--- src/rtl/rr_mux_arbiter_if.sv ---
// rr_mux_arbiter_if
//   Bundles the requester bank and downstream sink signals of the round-robin
//   4:1 mux arbiter.
//   master : requester bank + sink side (drives req, inp0..3, out_ready)
//   slave  : arbiter side (drives ack, sel, out_valid, out_data)
//   Signals:
//     req[3:0]        request lines, held until the matching ack
//     inp0..inp3      WIDTH-bit words from requesters 0..3
//     ack[3:0]        one-hot accept pulse back to the requester
//     sel[1:0]        index of the requester whose word is held
//     out_valid       out_data holds a granted word
//     out_ready       sink accepts when out_valid & out_ready
//     out_data        held word
interface rr_mux_arbiter_if #(
  parameter int WIDTH = 4
);
  logic [3:0]       req;
  logic [WIDTH-1:0] inp0;
  logic [WIDTH-1:0] inp1;
  logic [WIDTH-1:0] inp2;
  logic [WIDTH-1:0] inp3;
  logic [3:0]       ack;
  logic [1:0]       sel;
  logic             out_valid;
  logic             out_ready;
  logic [WIDTH-1:0] out_data;

  modport master (
    output req, inp0, inp1, inp2, inp3, out_ready,
    input  ack, sel, out_valid, out_data
  );

  modport slave (
    input  req, inp0, inp1, inp2, inp3, out_ready,
    output ack, sel, out_valid, out_data
  );
endinterface

--- src/rtl/rr_mux_arbiter.sv ---
// rr_mux_arbiter
//   Round-robin arbiter and sequencer for a shared 4:1 data mux. Picks one of
//   four requesters, registers its word into a valid/ready output stage and
//   pulses ack[sel] when the sink accepts. Back-to-back grants give one word
//   per cycle.
//   Ports:
//     clk    in  clock, all state on posedge
//     rst_n  in  synchronous active-low reset
//     bus    rr_mux_arbiter_if.slave (req/inp0..3/out_ready in,
//            ack/sel/out_valid/out_data out)
module rr_mux_arbiter #(
  parameter int WIDTH = 4
) (
  input  logic               clk,
  input  logic               rst_n,
  rr_mux_arbiter_if.slave    bus
);

  typedef enum logic [0:0] {
    ST_IDLE = 1'b0,
    ST_HOLD = 1'b1
  } state_t;

  state_t           state_q;
  logic [1:0]       ptr_q;
  logic [1:0]       sel_q;
  logic             valid_q;
  logic [WIDTH-1:0] data_q;

  logic             accept_s;
  logic [3:0]       ack_s;
  logic [3:0]       avail_s;
  logic [1:0]       base_s;
  logic             found_s;
  logic [1:0]       sel_d;
  logic [WIDTH-1:0] data_d;

  // Returns {found, index} of the first set bit of r searching base, base+1, ...
  // Offsets are scanned from the far end so the nearest one is the last to win.
  function automatic logic [2:0] pick_f(input logic [3:0] r, input logic [1:0] base);
    logic [2:0] res;
    logic [1:0] idx;
    res = 3'b000;
    for (int k = 3; k >= 0; k--) begin
      idx = base + k[1:0];
      if (r[idx]) begin
        res = {1'b1, idx};
      end else begin
        res = res;
      end
    end
    return res;
  endfunction

  // Accept detection, ack decode and arbitration of the next winner.
  always_comb begin
    accept_s = valid_q & bus.out_ready & rst_n;
    ack_s    = 4'b0000;
    if (accept_s) begin
      ack_s[sel_q] = 1'b1;
    end else begin
      ack_s = 4'b0000;
    end
    // The requester being acked still shows req for the word just taken.
    avail_s = bus.req & ~ack_s;
    if (accept_s) begin
      base_s = sel_q + 2'd1;
    end else begin
      base_s = ptr_q;
    end
    {found_s, sel_d} = pick_f(avail_s, base_s);
  end

  // Data mux for the arbitration winner.
  always_comb begin
    case (sel_d)
      2'd0:    data_d = bus.inp0;
      2'd1:    data_d = bus.inp1;
      2'd2:    data_d = bus.inp2;
      2'd3:    data_d = bus.inp3;
      default: data_d = {WIDTH{1'b0}};
    endcase
  end

  // Sequencer FSM: IDLE waits for a request, HOLD presents a word until accepted.
  always_ff @(posedge clk) begin
    if (!rst_n) begin
      state_q <= ST_IDLE;
      ptr_q   <= 2'd0;
      sel_q   <= 2'd0;
      valid_q <= 1'b0;
      data_q  <= {WIDTH{1'b0}};
    end else begin
      case (state_q)
        ST_IDLE: begin
          if (found_s) begin
            sel_q   <= sel_d;
            data_q  <= data_d;
            valid_q <= 1'b1;
            state_q <= ST_HOLD;
          end else begin
            valid_q <= 1'b0;
            state_q <= ST_IDLE;
          end
        end
        ST_HOLD: begin
          if (accept_s) begin
            ptr_q <= sel_q + 2'd1;
            if (found_s) begin
              sel_q   <= sel_d;
              data_q  <= data_d;
              valid_q <= 1'b1;
              state_q <= ST_HOLD;
            end else begin
              valid_q <= 1'b0;
              state_q <= ST_IDLE;
            end
          end else begin
            valid_q <= 1'b1;
            state_q <= ST_HOLD;
          end
        end
        default: begin
          valid_q <= 1'b0;
          state_q <= ST_IDLE;
        end
      endcase
    end
  end

  assign bus.ack       = ack_s;
  assign bus.sel       = sel_q;
  assign bus.out_valid = valid_q;
  assign bus.out_data  = data_q;

endmodule

--- src/flat_wrapper.sv ---
// flat-port wrapper written by rule: the top's interface ports become plain ports
module rr_mux_arbiter_flat 
#(
  parameter int WIDTH = 4
)
  (clk, rst_n, bus_req, bus_inp0, bus_inp1, bus_inp2, bus_inp3, bus_out_ready, bus_ack, bus_sel, bus_out_valid, bus_out_data);
  rr_mux_arbiter_if #(.WIDTH(WIDTH)) bus_i ();
  input  logic clk;
  input  logic rst_n;
  input wire logic [$bits(bus_i.req)-1:0] bus_req;
  input wire logic [$bits(bus_i.inp0)-1:0] bus_inp0;
  input wire logic [$bits(bus_i.inp1)-1:0] bus_inp1;
  input wire logic [$bits(bus_i.inp2)-1:0] bus_inp2;
  input wire logic [$bits(bus_i.inp3)-1:0] bus_inp3;
  input wire logic [$bits(bus_i.out_ready)-1:0] bus_out_ready;
  output wire logic [$bits(bus_i.ack)-1:0] bus_ack;
  output wire logic [$bits(bus_i.sel)-1:0] bus_sel;
  output wire logic [$bits(bus_i.out_valid)-1:0] bus_out_valid;
  output wire logic [$bits(bus_i.out_data)-1:0] bus_out_data;
  assign bus_i.req = bus_req;
  assign bus_i.inp0 = bus_inp0;
  assign bus_i.inp1 = bus_inp1;
  assign bus_i.inp2 = bus_inp2;
  assign bus_i.inp3 = bus_inp3;
  assign bus_i.out_ready = bus_out_ready;
  assign bus_ack = bus_i.ack;
  assign bus_sel = bus_i.sel;
  assign bus_out_valid = bus_i.out_valid;
  assign bus_out_data = bus_i.out_data;
  rr_mux_arbiter #(.WIDTH(WIDTH)) u_core (.clk(clk), .rst_n(rst_n), .bus(bus_i));
endmodule
--- config.mk ---
export PLATFORM = sky130hd
export DESIGN_NAME = rr_mux_arbiter_flat
export DESIGN_NICKNAME = d
export VERILOG_FILES = /design/src/rtl/rr_mux_arbiter_if.sv /design/src/rtl/rr_mux_arbiter.sv /design/src/flat_wrapper.sv
export SDC_FILE = /design/constraint.sdc
export NUM_CORES = 1
export LEC_CHECK = 0
export ABC_AREA = 1
export CAP_MARGIN = 30
export CORE_ASPECT_RATIO = 1.75
export CORE_MARGIN = 4
export CORE_UTILIZATION = 29
export DETAILED_ROUTE_END_ITERATION = 8
export PLACE_DENSITY = 0.63
export SLEW_MARGIN = 20
export SYNTH_ARGS = -nofsm -noshare
export SYNTH_HDL_FRONTEND = slang
export SYNTH_SLANG_ARGS = --single-unit
--- constraint.sdc ---
create_clock -name clk -period 5.3 [get_ports clk]
set_input_delay 0.53 -clock clk [delete_from_list [all_inputs] [get_ports clk]]
set_output_delay 0.53 -clock clk [all_outputs]
set_load 0.01 [all_outputs]
==> results of run 1 <==
==> flip-flops by register name, indices dropped and copies added, names as in the netlist <==
register and flops:
u_core.bus.out_data 4, u_core.ptr_q 2, u_core.state_q 1, u_core.bus.sel 2
==> metrics by stage <==
step                      setup slack [ns]  power (mW)  cells  cell area [µm²]   util
after floorplan                       3.11       0.242    186             1080      -
after global placement                1.97       0.309    260             1430  0.397
after detailed placement              1.94       0.309    260             1430  0.397
after CTS                             2.17       0.388    264             1470  0.410
after global routing                  1.82       0.424    264             1470  0.410
final                                 2.21       0.385    264             1470  0.410
==> kinds of logic (layout without fill, tap and decap cells) <==
family / count (synthesis) / in the layout / synth area share
compound gates: 19 / 19 / 0.106
simple gates: 120 / 120 / 0.543
flops: 9 / 9 / 0.167
fa+ha+maj: 4 / 4 / 0.0464
buf+inv: 34 / 66 / 0.138
==> worst max-delay path: cells and delay by family <==
family | cells | cell delay, ns
and+or+nand+nor | 13 | 1.72
buffers and inverters | 1 | 0.67
AOI/OAI and AO/OA | 2 | 0.28
==> per-layer routing <==
metal	up-vias	GRT usage	wire [µm]
li1	647	-	-
met1	521	0.133	1080
met2	33	0.269	1650
met3	6	0.0135	108
met4	0	0.0590	64
met5	-	0	0
==> how the worst max path moves through the flow <==
stage / endpoint / slack, ns / cells after the start
2_1_floorplan: u_core.bus.out_data[0] / 3.11 / 16
3_3_place_gp: u_core.bus.sel[0] / 1.97 / 14
3_5_place_dp: u_core.bus.out_data[0] / 1.94 / 16
4_1_cts: u_core.bus.out_data[0] / 2.17 / 16
5_1_grt: u_core.bus.out_data[0] / 1.82 / 16
6_report: u_core.bus.out_data[0] / 2.21 / 16
==> power breakdown <==
part	total [mW]	internal [mW]	switching, mW
Sequential	0.0903	0.0796	0.0107
Combinational	0.216	0.0879	0.128
Clock	0.0791	0.0524	0.0268
==> placed cells by master, fill, tap and decap left out, drive strengths merged <==
master	count
nand2	72
clkdlybuf4s50	33
inv	29
nand3	19
nor2	18
o21ai	11
nand4	9
dfxtp	9
a21oi	8
ha	4
clkbuf	4
and2	1
nand3b	1
==> layout make-up <==
cell class / instances / area, µm² / area share
Multi-Input combinational cell: 143 / 749 / 0.509
Timing Repair Buffer: 33 / 330 / 0.224
Sequential cell: 9 / 180 / 0.122
Inverter: 29 / 109 / 0.0740
Tap cell: 46 / 57.6 / 0.0391
Clock buffer: 4 / 45.0 / 0.0306
==> results.md, run 1 <==
- Post-synth EDFFs: 0
- Max Fclk: 323 MHz
- Initial antenna violation count: 0
- Critical path class: in2reg
- Synth-to-Final Area Change: 36.4%
- Max incr delay on CP: 0.67 ns
- FILL cells: 382
- First-pass GRT wire length: 4930 µm
- Post-synth top area cell: nand2_1
- Worst reg2reg startpoint: u_core.state_q
- Cell Area, Synth: 1080 µm²
- Hold_ws: 0.466 ns
- Setup TNS: 0 ns
- Cts bufs inserted: 3
- Main synth FF type: dfxtp_1
- DR WL/cell: 11.0 µm
- Row cnt: 29
- Final wirelength: 2900 µm
- Number of global-route vias before repair: roughly 1.2k
- Vias/cell: around 4.6
- RSZ-0062 raised after global routing: false
- Max-slew violation count: 0
- Critical path cell sequence: clkdlybuf4s50_1 > nand3_2 > nand2_1 > nand2_1 > nand2_1 > nand2_2 > nand2_1 > nand2_1 > nor2_1 > nor2_1 > nand2_1 > nand2_2 > nand3_1 > nand2_1 > o21ai_1 > a21oi_1
- Status: finished clean
- Die Height: 88.7 µm
- Final min period: a little over 3 ns
- Port bufs: 33
- Clock sinks: 9
- Hold endpoint: u_core.bus.out_data[0]
- Crit path from: rst_n
- CTS tree: built
- # resized after CTS: 0
- Hold Fails Final Rpt: 0
- CP arrival: 3.20 ns
- CP most frequent cell: nand2_1
- H-tree levels: 1
- Reg-to-reg endpoint: u_core.bus.out_data[0]
- Io pins: 34
- Horiz. Die Dim: 54.1 µm
- Synth unique cells: 22
- Maximum vdd drop: approximately 0.20 mV
- GRT Util Overall: 0.136
- Most common cell in the synthesized netlist: nand2_1
- Largest net degree at the start of global routing: 12
- Leakage power: 0.722 nW
- R2r worst-path depth: 15
- Syn_nets: between 200 and 250
- Clock latency on the worst-skew pair: 0.23 ns
- Least-Margin Pin Slew: 0.344 ns
- Ant diodes: 0
- Worst Path Required: about 5.4 ns
- Vias: 1207
- Share of layout cells above drive strength 1: 0.128
- CP max stage cell: clkdlybuf4s50_1
- Final setup violation count: 0
- Post-CTS setup buffers: 0
- Worst Hold Path Cells: 2
- Sequential fraction of the synthesis area: 0.167
- Post-synth top area share: 0.202
- Starting density of the core: 0.300
- Crit Path Max Fanout: 11
- Maxcap violations: 0
- Syn Area/Cell: 5.80 µm²
- Reg clk slew, reported paths: 0.04 ns
- DR iter-0 viols: 46
- Total gr overflow: 0
- Hold WC Path Type: reg2reg
- Number of synthesized register bits: 9
- DRT Pass-1 Iters: 4
- CTS Hold Bufs: 0
- Clock Skew: 0.000627 ns
- Post-DP HPWL: 2430 µm
- Die area: 4800 µm²
- Fin crit share: 0.583
- Synth area leaders: nand2_1 (20%), dfxtp_1 (17%), inv_1 (9.4%)
- Yosys warns: 0
- DRC: 0
- Leading cell types by count after synthesis: nand2_1 (58), inv_1 (27), nand3_1 (18)
- Slew headroom: 0.770
- Gp weighted congestion: 0.894
- Post-synth ARST share: 0
- DRT antenna net count: 0
- Critical Path End Type: register
- Core area: approximately 3600 µm²
- Startpoint Class: input pin
- Pwr Density: about 260 nW/µm²
- FF-to-FF setup slack: 2.71 ns
- Cells after Synth: 186
- Clk buf depth: 2
- Worst hold start: u_core.bus.out_data[0]
- Final #Nets: around 250
- Root buf cell: clkbuf_8
Note: power is estimated with default switching activity, not from simulation.
==> run 2: changes to the inputs <==
==> constraint.sdc (replaced) <==
create_clock -name clk -period 2.9 [get_ports clk]
set_input_delay 0.29 -clock clk [delete_from_list [all_inputs] [get_ports clk]]
set_output_delay 0.29 -clock clk [all_outputs]
set_load 0.01 [all_outputs]
==> run 2 against run 1 <==
First-iteration DRC count is 72% lower. Largest cell class unchanged. Critical path type is now reg2reg. Final cell count is 1.5% higher. Sequential power is 79% higher. Wire length is 2.3% lower. Largest power group unchanged.
==> results.md, run 2 (synthesized netlist as in run 1, its figures left out) <==
- Vias: 1216 (+0.75%)
- Maxcap violations: 0 (unchanged)
- FILL cells: 394 (+3.1%)
- Top routing layer used: met4
- GRT Util Overall: 0.136 (-0.000287)
- CTS tree: built
- Clock sinks: 9 (unchanged)
- Commonest non-fill, non-tap cell in the layout: nand2_1
- DR WL/cell: 10.6 µm (-3.8%)
- Area used by multi-input combinational logic: 749 µm² (unchanged)
- Horiz. Die Dim: 54.1 µm (unchanged)
- DRC: 0 (unchanged)
- Commonest cells after routing, fill and taps aside: nand2_1 (58), clkdlybuf4s50_1 (33), inv_1 (27)
- H-tree levels: 1 (unchanged)
- Critical path class: reg2reg
- Layout Cells excl Fill: 268 (+1.5%)
- Utilization after layout: 0.418 (+0.00871)
- Gp weighted congestion: 0.821 (-8.2%)
- Core area: 3590 µm² (unchanged)
- # resized after CTS: 0 (unchanged)
- Least-Margin Pin Slew: 0.373 ns (+0.0287 ns)
- Status: finished clean
- Die area: 4800 µm² (unchanged)
- Slew headroom: 0.751 (-0.0190)
- Max-slew violation count: 0 (unchanged)
- Critical path cell sequence: inv_1 > ha_1 > inv_1 > nand4_1 > nand2_4 > nand2_1 > nand2_2 > nand2_4 > and2_1 > a21oi_4 > nand3_1 > nand2_1 > inv_1 > o21ai_1 > a21oi_1
- Leakage power: 0.744 nW (+3.0%)
- Post-DP HPWL: 2370 µm (-2.1%)
- Final wirelength: 2830 µm (-2.3%)
- Row cnt: 29 (unchanged)
- Clock Skew: 0.000959 ns (+0.000332 ns)
- Max incr delay on CP: 0.42 ns (-0.25 ns)
- Synth-to-Final Area Change: 39.3%
- DRT Pass-1 Iters: 4 (unchanged)
- Ant diodes: 0 (unchanged)
- Worst Hold Path Cells: 2 (unchanged)
- First-pass GRT wire length: 4910 µm (-0.43%)
- Port bufs: 33 (unchanged)
- Vias/cell: 4.54 (-0.76%)
- Share of layout cells above drive strength 1: 0.149 (+0.0202)
- Final #Nets: 250 (+1.6%)
- Starting density of the core: 0.300 (unchanged)
- Crit path max-delay family: simple AND/OR/NAND/NOR gates
- Cts bufs inserted: 3 (unchanged)
- Root buf cell: clkbuf_8
- R2r worst-path depth: 15 (unchanged)
- Reg-to-reg endpoint: u_core.bus.out_data[0]
- CP arrival: 2.56 ns (-0.64 ns)
- Pwr Density: 475 nW/µm² (+81%)
- Crit Path Max Fanout: 11 (unchanged)
- Critical Path End Type: register
- Max reg flops: 4 (unchanged)
- CTS Hold Bufs: 0 (unchanged)
- Startpoint Class: register
- Die Height: 88.7 µm (unchanged)
- Maximum vdd drop: 0.295 mV (+50%)
- DRT antenna net count: 0 (unchanged)
- Fin crit share: 0.843
- Io pins: 34 (unchanged)
- Clock latency on the worst-skew pair: 0.23 ns (about the same)
- Final min period: between 2 and 2.5 ns
- Setup TNS: 0 ns (unchanged)
- Hold WC Path Type: reg2reg
- Max Fclk: slightly above 400 MHz
- Worst slack at placement: 0.238 ns (-1.70 ns)
- Worst Path Required: 3.02 ns (-2.39 ns)
- CP max stage cell: dfxtp_1
- Worst path bufs/invs: 3 (+2)
- Post-CTS setup buffers: 0 (unchanged)
- CP most frequent cell: inv_1
- Cell total after placement: 264 (+1.5%)
- Initial antenna violation count: 0 (unchanged)
- Met3 WL: 98 µm (-9.3%)
- FF-to-FF setup slack: 0.46 ns (-2.25 ns)
- DR iter-0 viols: 13 (-72%)
- Reg clk slew, reported paths: 0.05 ns (about the same)
- Worst hold start: u_core.bus.out_data[2]
- Post-route worst setup slack: 0.457 ns (-1.75 ns)
- Total gr overflow: 0 (unchanged)
- Hold Fails Final Rpt: 0 (unchanged)
- Wire length on met2: 1590 µm (-3.8%)
- Number of global-route vias before repair: 1186 (-0.75%)
- RSZ-0062 raised after global routing: false
- Hold endpoint: u_core.bus.out_data[2]
- Final setup violation count: 0 (unchanged)
- Met1 WL: 1100 µm (+1.6%)
- Largest net degree at the start of global routing: 12 (unchanged)
- Storage cell area: 180 µm² (unchanged)
- Worst reg2reg startpoint: u_core.bus.sel[1]
- Clk buf depth: 2 (unchanged)
## run 2: cell count changes in the layout (fill, tap and decap cells not counted), sizes merged
cell	change
buf	+4
clkinv	+1
clkbuf	-1
## run 2: per-stage QoR
step | cell area (µm²) | hold WS (ns) | power [mW]
6_report | 1500 | 0.469 | 0.714
5_1_grt | 1500 | 0.500 | 0.781
4_1_cts | 1500 | 0.472 | 0.721
3_5_place_dp | 1460 | 0.465 | 0.574
3_3_place_gp | 1460 | 0.465 | 0.574
2_1_floorplan | 1080 | 0.488 | 0.443
## run 2: metal layers
metal  vias up  GRT usage
met2        25      0.270
met3         5     0.0118
met1       525      0.133
met4         0     0.0567
met5         -          0
li1        661          -
## run 2: area by class of cell
class | count | area share
clock inverters | 1 | 0.00333
flip-flops and latches | 9 | 0.120
inverters | 29 | 0.0724
well taps | 46 | 0.0383
repair buffers | 37 | 0.240
multi-input cells | 143 | 0.499
clock buffers | 3 | 0.0275
## run 2: how the worst max path moves through the flow
stage,startpoint,endpoint,depth (start not counted)
after floorplan,u_core.bus.sel[0],u_core.bus.out_data[0],16
after global placement,bus_out_ready,u_core.bus.out_data[0],16
after detailed placement,rst_n,u_core.bus.out_data[0],16
after CTS,u_core.bus.sel[1],u_core.bus.out_data[0],15
after global routing,u_core.bus.sel[1],u_core.bus.out_data[0],18
final,u_core.bus.sel[1],u_core.bus.out_data[0],15
## run 2: power breakdown
group	switching, mW	internal [mW]
combinational	0.238	0.167
sequential	0.0171	0.145
clock	0.0525	0.0939
## run 2: worst register-to-register path, stage by stage, from the launching register on
cell     delay [ns]
dfxtp_1        0.42
inv_1          0.09
ha_1           0.30
inv_1          0.06
nand4_1        0.12
nand2_4        0.15
nand2_1        0.08
nand2_2        0.13
nand2_4        0.08
and2_1         0.18
a21oi_4        0.29
nand3_1        0.13
nand2_1        0.08
inv_1          0.03
o21ai_1        0.11
a21oi_1        0.09
==> run 3: changes to the inputs <==
==> constraint.sdc (replaced) <==
create_clock -name clk -period 2.45 [get_ports clk]
set_input_delay 0.245 -clock clk [delete_from_list [all_inputs] [get_ports clk]]
set_output_delay 0.245 -clock clk [all_outputs]
set_load 0.01 [all_outputs]
==> run 3 against run 2 <==
Final cell count is 7.1% higher. Critical path type unchanged. Cell area is 15% higher. Critical path depth is 1 higher. Critical endpoint unchanged. Wire length is 11% higher. Largest power group unchanged. Utilization is 6.3 points higher. Hold slack worse by 0.010 ns. Sequential power is 17% higher. Maximum frequency is 8.2% higher. Global-route usage is 0.49 points higher. Clock power is 18% higher. Count of clock-buffer cells in the layout is 1 higher.
==> results.md, run 3 (synthesized netlist as in run 1, its figures left out) <==
- Maxcap violations: 0 (unchanged)
- Fin crit share: 0.922 (+0.0796)
- Max Fclk: 443 MHz (+8.2%)
- DR WL/cell: 11.0 µm (+3.9%)
- Cell total after placement: 275 (+4.2%)
- Largest net degree at the start of global routing: 12 (unchanged)
- Dpl cell area: 1550 µm² (+6.5%)
- GRT Util Overall: 0.140 (+0.00489)
- Core area: 3590 µm² (unchanged)
- Cts bufs inserted: 3 (unchanged)
- Pwr Density: 561 nW/µm² (+18%)
- Starting density of the core: 0.300 (unchanged)
- Hold Fails Final Rpt: 0 (unchanged)
- Root buf cell: clkbuf_8
- Post-DP HPWL: 2440 µm (+2.8%)
- Layout Cells excl Fill: 287 (+7.1%)
- Final setup violation count: 0 (unchanged)
- Commonest cells after routing, fill and taps aside: nand2_1 (51), clkdlybuf4s50_1 (31), inv_1 (27)
- Ant diodes: 0 (unchanged)
- Final #Nets: 269 (+7.6%)
- CP arrival: 2.38 ns (-0.18 ns)
- Total gr overflow: 0 (unchanged)
- CTS tree: built
- Commonest non-fill, non-tap cell in the layout: nand2_1
- DRC: 0 (unchanged)
- Least-Margin Pin Slew: 0.243 ns (-0.130 ns)
- Total power: 971 µW (+36%)
- Share of layout cells above drive strength 1: 0.270 (+0.121)
- Hold WC Path Type: in2reg
- Clk buf depth: 2 (unchanged)
- Die Height: 88.7 µm (unchanged)
- DRT Pass-1 Iters: 4 (unchanged)
- Startpoint Class: register
- Port bufs: 33 (unchanged)
- Critical Path End Type: register
- Clock Skew: 0.000483 ns (-0.000476 ns)
- Leakage power: 0.871 nW (+17%)
- Synth-to-Final Area Change: 60.4%
- Critical path class: reg2reg
- Gp weighted congestion: 0.867 (+5.6%)
- Vias: 1324 (+8.9%)
- Reg clk slew, reported paths: 0.04 ns (about the same)
- Die area: 4800 µm² (unchanged)
- FF-to-FF setup slack: 0.19 ns (-0.27 ns)
- Design area: 1730 µm² (+15%)
- Horiz. Die Dim: 54.1 µm (unchanged)
- Number of global-route vias before repair: 1239 (+4.5%)
- Max reg flops: 4 (unchanged)
- Initial antenna violation count: 0 (unchanged)
- Clock latency on the worst-skew pair: 0.23 ns (about the same)
- Vias/cell: 4.61 (+1.7%)
- Final min period: 2.26 ns (-0.184 ns)
- Io pins: 34 (unchanged)
- Crit Path Max Fanout: 6 (-5)
- First-pass GRT wire length: 5060 µm (+3.2%)
- Status: finished clean
- Worst Path Required: 2.57 ns (-0.45 ns)
- Max-slew violation count: 0 (unchanged)
- Row cnt: 29 (unchanged)
- H-tree levels: 1 (unchanged)
- Slew headroom: 0.837 (+0.0864)
- DRT antenna net count: 0 (unchanged)
- Setup TNS: 0 ns (unchanged)
- Hold_ws: 0.459 ns (-0.0103 ns)
- Final wirelength: 3150 µm (+11%)
- Clock sinks: 9 (unchanged)
- Maximum vdd drop: 0.338 mV (+15%)
- DR iter-0 viols: 14 (+1)
## run 3: stage by stage
| stage | utilization | setup slack, ns |
|---|---|---|
| finish | 0.482 | 0.191 |
| global placement | 0.432 | -0.174 |
| CTS | 0.444 | 0.0623 |
| floorplan | - | 0.261 |
| detailed placement | 0.432 | -0.169 |
| global route | 0.482 | -0.0256 |
## run 3: area by class of cell
| cell class | count | area [µm²] |
|---|---|---|
| clock buffers | 4 | 45.0 |
| repair buffers | 55 | 533 |
| well taps | 46 | 57.6 |
| multi-input cells | 144 | 805 |
| fillers | 367 | 1860 |
| inverters | 29 | 109 |
| flip-flops and latches | 9 | 181 |
## run 3: worst max-delay path, stage by stage (launching register included)
cell and delay (ns):
dfxtp_1 0.32, inv_1 0.07, ha_1 0.31, inv_1 0.05
nand4_1 0.12, nand2_4 0.13, buf_4 0.12, nand3_1 0.10
o21ai_2 0.10, inv_2 0.06, nand2_1 0.11, nand2_2 0.08
buf_4 0.15, nand4_1 0.09, nand2_1 0.07, o21ai_2 0.17
a21oi_1 0.08
## run 3: worst paths after layout
check | startpoint | endpoint | cells after the start
setup / recovery | u_core.bus.sel[0] | u_core.bus.out_data[0] | 16
setup reg to reg | u_core.bus.sel[0] | u_core.bus.out_data[0] | 16
hold / removal | rst_n | u_core.state_q | 4
hold reg to reg | u_core.bus.out_data[0] | u_core.bus.out_data[0] | 2
## run 3: what timing repair did
item | in CTS | in global routing
setup endpoints to repair | 0 | 6
gates resized for setup | 0 | 23
buffers inserted | 0 | 7
hold buffers | 0 | 0
## run 3: report_power, final
part | leakage, nW | switching [mW] | total, mW | internal [mW]
registers | 0.0744 | 0.0168 | 0.189 | 0.172
clock network | 0.0228 | 0.0599 | 0.173 | 0.113
logic | 0.773 | 0.328 | 0.609 | 0.281
total | 0.871 | 0.404 | 0.971 | 0.567
## run 3: metal layers
| metal | global-route usage | wire length (µm) |
|---|---|---|
| met1 | 0.137 | 1150 |
| met2 | 0.275 | 1740 |
| met3 | 0.00506 | 102 |
| met4 | 0.0816 | 159 |
| met5 | 0 | 0 |
